`src/rtl/fifo_pkg.sv`:
```
// Shared definitions for the FIFO family: read-mode encoding and the
// elaboration-time clog2 helper used to size pointers and counters.
package fifo_pkg;

  typedef enum logic {
    FIFO_MODE_STD  = 1'b0,
    FIFO_MODE_FWFT = 1'b1
  } fifo_mode_e;

  // Smallest n with 2**n >= value; returns 0 for value <= 1.
  function automatic int unsigned clog2(input int unsigned value);
    int unsigned result;
    int unsigned span;
    result = 0;
    span   = 1;
    while (span < value) begin
      span   = span << 1;
      result = result + 1;
    end
    return result;
  endfunction

endpackage

```
`src/rtl/fifo_mem_2p.sv`:
```
// DEPTH x WIDTH register array: synchronous write port, asynchronous read port.
// Contents are deliberately not reset.
module fifo_mem_2p
  import fifo_pkg::*;
#(
  parameter int WIDTH      = 8,
  parameter int DEPTH      = 16,
  parameter int ADDR_WIDTH = clog2(DEPTH)
) (
  input  logic                  clk,
  input  logic                  we,
  input  logic [ADDR_WIDTH-1:0] waddr,
  input  logic [WIDTH-1:0]      wdata,
  input  logic [ADDR_WIDTH-1:0] raddr,
  output logic [WIDTH-1:0]      rdata
);

  logic [WIDTH-1:0] mem [DEPTH];

  always_ff @(posedge clk) begin
    if (we) begin
      mem[waddr] <= wdata;
    end
  end

  assign rdata = mem[raddr];

endmodule

```
`src/rtl/sync_fifo_prog.sv`:
```
// Single-clock FIFO with occupancy count, programmable almost-full/almost-empty
// thresholds, registered error pulses and selectable standard/FWFT read mode.
module sync_fifo_prog
  import fifo_pkg::*;
#(
  parameter int WIDTH         = 8,
  parameter int DEPTH         = 16,
  parameter int PTR_WIDTH     = clog2(DEPTH),
  parameter int AFULL_THRESH  = DEPTH - 2,
  parameter int AEMPTY_THRESH = 2,
  parameter int FWFT          = 0
) (
  input  logic                 clk_i,
  input  logic                 rst_i,
  input  logic                 wr_en_i,
  input  logic [WIDTH-1:0]     wdata_i,
  output logic                 full_o,
  output logic                 almost_full_o,
  output logic                 wr_error_o,
  input  logic                 rd_en_i,
  output logic [WIDTH-1:0]     rdata_o,
  output logic                 empty_o,
  output logic                 almost_empty_o,
  output logic                 rd_error_o,
  output logic [PTR_WIDTH:0]   count_o
);

  localparam int CNT_WIDTH = PTR_WIDTH + 1;

  localparam logic [PTR_WIDTH-1:0] PTR_ONE    = PTR_WIDTH'(1);
  localparam logic [CNT_WIDTH-1:0] CNT_ONE    = CNT_WIDTH'(1);
  localparam logic [CNT_WIDTH-1:0] CNT_FULL   = CNT_WIDTH'(DEPTH);
  localparam logic [CNT_WIDTH-1:0] AFULL_LVL  = CNT_WIDTH'(AFULL_THRESH);
  localparam logic [CNT_WIDTH-1:0] AEMPTY_LVL = CNT_WIDTH'(AEMPTY_THRESH);

  logic [PTR_WIDTH-1:0] wr_ptr;
  logic [PTR_WIDTH-1:0] wr_ptr_next;
  logic [PTR_WIDTH-1:0] rd_ptr;
  logic [PTR_WIDTH-1:0] rd_ptr_next;
  logic [CNT_WIDTH-1:0] count;
  logic [CNT_WIDTH-1:0] count_next;

  logic full;
  logic empty;
  logic almost_full;
  logic almost_empty;
  logic full_next;
  logic empty_next;
  logic almost_full_next;
  logic almost_empty_next;

  logic wr_error;
  logic rd_error;
  logic wr_accept;
  logic rd_accept;

  logic [WIDTH-1:0] mem_rdata;

  // Acceptance uses only the registered flags, i.e. the state before the edge.
  always_comb begin
    wr_accept   = wr_en_i & ~full;
    rd_accept   = rd_en_i & ~empty;
    wr_ptr_next = wr_ptr;
    rd_ptr_next = rd_ptr;
    count_next  = count;

    if (wr_accept) begin
      wr_ptr_next = wr_ptr + PTR_ONE;
    end
    if (rd_accept) begin
      rd_ptr_next = rd_ptr + PTR_ONE;
    end

    case ({wr_accept, rd_accept})
      2'b10:   count_next = count + CNT_ONE;
      2'b01:   count_next = count - CNT_ONE;
      default: count_next = count;
    endcase
  end

  // Flags are derived from the next count so they register in step with it.
  always_comb begin
    full_next         = (count_next == CNT_FULL);
    empty_next        = (count_next == '0);
    almost_full_next  = (count_next >= AFULL_LVL);
    almost_empty_next = (count_next <= AEMPTY_LVL);
  end

  always_ff @(posedge clk_i) begin
    if (rst_i) begin
      wr_ptr       <= '0;
      rd_ptr       <= '0;
      count        <= '0;
      full         <= 1'b0;
      empty        <= 1'b1;
      almost_full  <= 1'b0;
      almost_empty <= 1'b1;
      wr_error     <= 1'b0;
      rd_error     <= 1'b0;
    end else begin
      wr_ptr       <= wr_ptr_next;
      rd_ptr       <= rd_ptr_next;
      count        <= count_next;
      full         <= full_next;
      empty        <= empty_next;
      almost_full  <= almost_full_next;
      almost_empty <= almost_empty_next;
      wr_error     <= wr_en_i & full;
      rd_error     <= rd_en_i & empty;
    end
  end

  fifo_mem_2p #(
    .WIDTH      (WIDTH),
    .DEPTH      (DEPTH),
    .ADDR_WIDTH (PTR_WIDTH)
  ) u_mem (
    .clk   (clk_i),
    .we    (wr_accept & ~rst_i),
    .waddr (wr_ptr),
    .wdata (wdata_i),
    .raddr (rd_ptr),
    .rdata (mem_rdata)
  );

  if (FWFT == int'(FIFO_MODE_FWFT)) begin : g_fwft
    // Head entry is presented directly; masked to zero while empty.
    assign rdata_o = empty ? '0 : mem_rdata;
  end else begin : g_std
    logic [WIDTH-1:0] rdata_q;

    always_ff @(posedge clk_i) begin
      if (rst_i) begin
        rdata_q <= '0;
      end else if (rd_accept) begin
        rdata_q <= mem_rdata;
      end
    end

    assign rdata_o = rdata_q;
  end

  assign full_o         = full;
  assign empty_o        = empty;
  assign almost_full_o  = almost_full;
  assign almost_empty_o = almost_empty;
  assign wr_error_o     = wr_error;
  assign rd_error_o     = rd_error;
  assign count_o        = count;

endmodule

```
`config.mk`:
```
export PLATFORM = sky130hd
export DESIGN_NAME = sync_fifo_prog
export DESIGN_NICKNAME = d
export VERILOG_FILES = /design/src/rtl/fifo_pkg.sv /design/src/rtl/fifo_mem_2p.sv /design/src/rtl/sync_fifo_prog.sv
export SDC_FILE = /design/constraint.sdc
export NUM_CORES = 1
export LEC_CHECK = 0
export ABC_AREA = 1
export CAP_MARGIN = 20
export CELL_PAD_IN_SITES_DETAIL_PLACEMENT = 1
export CELL_PAD_IN_SITES_GLOBAL_PLACEMENT = 1
export CORE_ASPECT_RATIO = 1.75
export CORE_UTILIZATION = 45
export CTS_CLUSTER_SIZE = 14
export DETAILED_ROUTE_END_ITERATION = 10
export DONT_BUFFER_PORTS = 1
export PLACE_DENSITY_LB_ADDON = 0.1
export REMOVE_ABC_BUFFERS = 1
export SLEW_MARGIN = 20
export SYNTH_ARGS = -nofsm -noshare
export SYNTH_HDL_FRONTEND = slang
export SYNTH_HIERARCHICAL = 1
export SYNTH_SLANG_ARGS = --single-unit
```
`constraint.sdc`:
```
create_clock -name clk_i -period 1.73 [get_ports clk_i]
set_input_delay 0.346 -clock clk_i [delete_from_list [all_inputs] [get_ports clk_i]]
set_output_delay 0.346 -clock clk_i [all_outputs]
set_load 0.05 [all_outputs]
```
Word level (Yosys, flattened, before mapping)
Memory sizes are Yosys's and may differ from the RTL's. A register that Yosys moved wholly into a read port is not among the register bits.
Cells that the tools add are included.
- RAM bits: 128
- register bits: 19
- bits of input ports: 12
- output and inout bits: 19
- memories kept: 1
- word-level logic and storage cells: 31
- memory list (memory ; depth ; width ; read ports ; clocked after memory_dff ; wr ports ; RTL line ; text):
    u_mem.mem ; 16 ; 8 ; 1 ; 1 ; 1 ; fifo_mem_2p.sv:18 ; logic [WIDTH-1:0] mem [DEPTH];
- bitwise gates (word level): 8
- order comparisons: 2
- eq/ne operators: 3
- $add $sub $neg: 4
- muxes and demuxes: 3
- reductions and logical operators: 1
- operators by type and width (kind ; number):
    $pmux W5 S2 ; 1
    $add A4 B1 Y4 const B ; 2
    $add A5 B1 Y5 const B ; 1
    $and A1 B1 Y1 ; 5
    $eq A5 B5 Y1 const B ; 1
    $ge A5 B4 Y1 const B ; 1
    $le A5 B2 Y1 const B ; 1
    $logic_not A5 Y1 ; 1
    $sub A5 B1 Y5 const B ; 1
    $not A1 Y1 ; 3
    $eq A2 B1 Y1 const B ; 1
    $eq A2 B2 Y1 const B ; 1
    $mux W1 ; 2

Logic depth before layout (Yosys ltp)
- word-level depth: 5
- depth in mapped cells: 15

Cells and area by module
The synthesis kept the hierarchy.
- by module, submodules not included (module ; cells an instance ; instances ; seq. area each (um^2) ; area each (um^2)):
    fifo_mem_2p ; 543 ; 1 ; 3843.7 ; 5606.6
    sync_fifo_prog ; 168 ; 1 ; 540.5 ; 1286.2

Worst setup path after synthesis
OpenSTA, ideal clock, no wires.
- path kind: reg2reg
- start point: reg empty (netlist: empty_o)
- end point: reg almost_empty (netlist: almost_empty_o)
- buffers on the path: 1
- library setup time: 111 ps
- setup slack: -350 ps
- arrival time: 1969 ps
- cell stages (with the launch flop): 11
- cells stage by stage: dfxtp_1 > nor2_8 > clkbuf_1 > ha_1 > nand2_1 > nand2_1 > nand4_2 > nand4_2 > nand2_1 > nor2_4 > nor2_2
- longest elaborated chain between the ends: 5
- elaborated cells between the ends (all ways): 6
- those cells by class: order compare: 1; eq/ne: 2; mux: 1; bitwise: 2
- ends and longest elaborated chain (element ; RTL line ; text):
    start: declaration ; sync_fifo_prog.sv:44 ; logic empty;
    start signal: assignment ; sync_fifo_prog.sv:105 ; empty <= empty_next;
    $not A1 Y1 * ; sync_fifo_prog.sv:62 ; rd_accept = rd_en_i & ~empty;
    $and A1 B1 Y1 * ; sync_fifo_prog.sv:62 ;
    $eq A2 B1 Y1 or $eq A2 B2 Y1 (tied branches) ; sync_fifo_prog.sv:74 ; case ({wr_accept, rd_accept})
    $pmux W5 S2 * ; sync_fifo_prog.sv:74 ;
    $le A5 B2 Y1 * ; sync_fifo_prog.sv:86 ; almost_empty_next = (count_next <= AEMPTY_LVL);
    end signal: assignment ; sync_fifo_prog.sv:107 ; almost_empty <= almost_empty_next;
    end: declaration ; sync_fifo_prog.sv:46 ; logic almost_empty;
Every way passes the cells marked *; elsewhere a longest branch is shown, timed or not.
A chain may end at the register's enable or synchronous reset.

Worst setup path in the final report
Same ends and word-level chain as after synthesis.

==> flow_summary.yaml <==
synth:
  yosys.area.top_type: "edfxtp_1"
  yosysSeqAreaShare_pct: 63.6
  muxShareOfSynthArea_pct: 0
  ys_top_cells_by_area: "edfxtp_1 56%, nand2_1 11%, dfxtp_1 7.8%"
  synth_seq_cells: 155
  synth_edf_count: 128
  synth_compound_area_share_pct: 1.62
  synthAdderAreaFrac_pct: 0.726
  yosysTopAreaCellShare_pct: 55.8
  synth_cell_types: 31
  syn_avg_cell_area_sq_um: 9.69
  yosys.area_share.simple_pct: 24.7
  synth_common_cells: "201 x nand2_1, 128 x edfxtp_1, 115 x inv_1, 105 x nand3_1, 47 x nor2_1"
  ys_warn_count: 6
  synth-main-ff-cell: "edfxtp_1"
  async_reset_ff_share_pct: 0
  yosysMostFrequentCell: "nand2_1"
  synth_top_family_by_area: "simple AND/OR/NAND/NOR gates"
  syn-cell-area_sq_um: 6890
  synth-xor-area-share_pct: 0.127
  syn-instance-count: 711
detailed_routing:
  drc: 0
  viasPerCell: 5.30
  dr.pass1.iters: 5
  vias: 5013
  drt_iter0_markers: 240
  finalWirelength_microns: 18800
  final_antenna_net_count: 0
  wire_per_inst_microns: 19.9
worst_setup_path:
  ff2ff_path_depth: 12
  crit_type: "reg2reg"
  cpPeakStageDelay_ns: 0.36
  reg2reg_to: "almost_empty_o$_SDFF_PP1_"
  worst-path-buf-inv: 2
  r2r_setup_slack_ns: -0.007
  cp_max_fo: 6
  cpMaxStageDelayCell: "dfxtp_4"
  cp-end-kind: "flip-flop"
  critPathLaunchType: "flip-flop"
  r2r-start: "empty_o$_SDFF_PP1_"
  crit_required_ns: 2.05
  crit_family: "simple AND/OR/NAND/NOR gates"
  critPathArrivalTime_ns: 2.05
  crit_path_cell_trace: "nor2_8 -> nand2_4 -> nand2_1 -> nand2_2 -> buf_4 -> buf_4 -> nand3_2 -> nand3_1 -> nand3_2 -> nand3_1 -> nand2_1 -> nor2_2"
cells_and_area:
  fillers: 1660
  regArea_sq_um: 4390
  final_nets: 767
  design_area_sq_um: 8110
  drive_above_1_share_pct: 15.9
  antenna_cells: 0
  multiInputGateArea_sq_um: 1970
  area_growth_pct: 17.6
cts:
  cts_sinks: 155
  clk_latency_ns: 0.42
  htreeDepth: 4
  clkSlewWorstSetupHoldPaths_ns: 0.06
  root_buffer: "clkbuf_16"
  cts_tree: "done"
  cts_buffers: 17
  clock_path_buffers: 2
floorplanning:
  die_x_microns: 95.6
  die_area_sq_um: 15800
  start_util_pct: 46.2
  core_area_sq_um: 14900
  num_io_pins: 31
  die_h_microns: 166
  rows: 59
placed_design:
  io_buffers: 0
  dpl_cell_area_sq_um: 7320
  routabilityCongestion: 0.832
  hpwl_microns: 12800
outcome:
  status: "complete, but fails checks"
  violations: "setup timing"
min_path:
  hold_depth: 1
  min_path_type: "in2reg"
  min_to: "wr_ptr[3]$_SDFFE_PP0P_"
  hp-start: "rst_i"
power:
  peakVddDrop_uv: 861
  p_leak_nw: 3.49
  p_per_area_nw_per_um2: 1210
sta:
  final.setup.tns_ns: -0.00692
  grt_setup_unrepaired: "true"
  worst_pin_slew_ns: 0.608
  fin_worst_skew_ns: 0.00920
  period_needed_ns: 1.74
  finalHoldViolations: 0
  timing.final.crit_share_pct: 100
  finalSetupViolCount: 1
  drv_slew: 0
  fmax_mhz: 576
  slew_headroom_pct: 59.4
  layout_setup_ws_ns: -0.00692
global_routing:
  grt_pass1_vias: 5440
  grt_antenna_before_repair: 0
  grt_pass1_wl_microns: 29000
  grt_max_degree: 37
  overflow: 0
  track_usage_pct: 25.5
run:
  maxCapViolCount: 0
area by class of cell:
| class | instances | area share [%] |
|---|---|---|
| Clock inverter | 13 | 2.62 |
| Multi-Input combinational cell | 408 | 24.3 |
| Sequential cell | 155 | 54.1 |
| Clock buffer | 18 | 5.29 |
| Inverter | 121 | 5.66 |
| Timing Repair Buffer | 48 | 5.19 |
| Tap cell | 183 | 2.82 |
flip-flops by register name, summed over array words and instances, names as in the netlist, 4 cells and up:
name and flops:
rd_ptr 4, wr_ptr 4, rdata_o 8, count_o 5
u_mem/mem 128
kinds of logic after synthesis:
logic type	after synthesis
adders and majority gates	4
DFF	155
xor gates and xnor gates	1
buffers and inverters	148
and+or+nand+nor	382
AOI/OAI and AO/OA	21
routing by layer:
layer  routed length (microns)  vias to the layer above  global-route usage (%)
li1                          -                     2372                       -
met1                      6630                     2522                    25.3
met2                     11100                       85                    49.6
met3                       415                       34                    3.44
met4                       630                        0                    11.8
met5                         0                        -                       0
placed cells by master, fill, tap and decap left out, types with 6 or more instances in the layout:
cell type and count:
nand2_1 197, dfxtp_1 25, nand2_2 9, buf_4 41, nand3_2 8, nor2_1 41
inv_1 113, a21oi_1 6, o21ai_0 10, clkbuf_16 17, edfxtp_1 128, nand3_1 103
metrics by stage:
step / total power, mW / std cells / utilization, % / worst slack (ns) / hold slack (ns)
2_1_floorplan: 5.24 / 684 / - / -1.04 / 0.414
3_3_place_gp: 5.71 / 910 / 49.1 / -0.0491 / 0.418
3_5_place_dp: 5.76 / 910 / 49.1 / -0.118 / 0.424
4_1_cts: 9.81 / 943 / 53.7 / 0.00712 / 0.00461
5_1_grt: 10.2 / 946 / 54.4 / -0.0866 / 0.00482
6_report: 9.85 / 946 / 54.4 / -0.00692 / 0.0136
worst max-delay path by stage:
| stage | slack (ns) | to | start | depth (start not counted) |
|---|---|---|---|---|
| 2_1_floorplan | -1.04 | rdata_o[2]$_SDFFE_PP0P_ | rd_ptr[0]$_SDFFE_PP0P_ | 9 |
| 3_3_place_gp | -0.05 | u_mem/mem[15][2]$_DFFE_PP_ | full_o$_SDFF_PP0_ | 7 |
| 3_5_place_dp | -0.12 | almost_empty_o$_SDFF_PP1_ | rd_en_i | 12 |
| 4_1_cts | 0.007 | u_mem/mem[15][7]$_DFFE_PP_ | full_o$_SDFF_PP0_ | 7 |
| 5_1_grt | -0.09 | almost_empty_o$_SDFF_PP1_ | full_o$_SDFF_PP0_ | 12 |
| 6_report | -0.007 | almost_empty_o$_SDFF_PP1_ | empty_o$_SDFF_PP1_ | 12 |
power by group:
part | internal (mW) | switching (mW)
Clock | 2.58 | 1.47
Sequential | 4.15 | 0.244
Combinational | 0.462 | 0.947
Total | 7.18 | 2.66
what timing repair did:
action / CTS / global route
hold buffers: 1 / 0
setup buffers: 1 / 3
endpoints found under the hold margin: 5 / 0
pin swaps: 1 / 10
resized for setup: 10 / 22
setup endpoints to repair: 117 / 107
(Power assumes the default switching activity.)
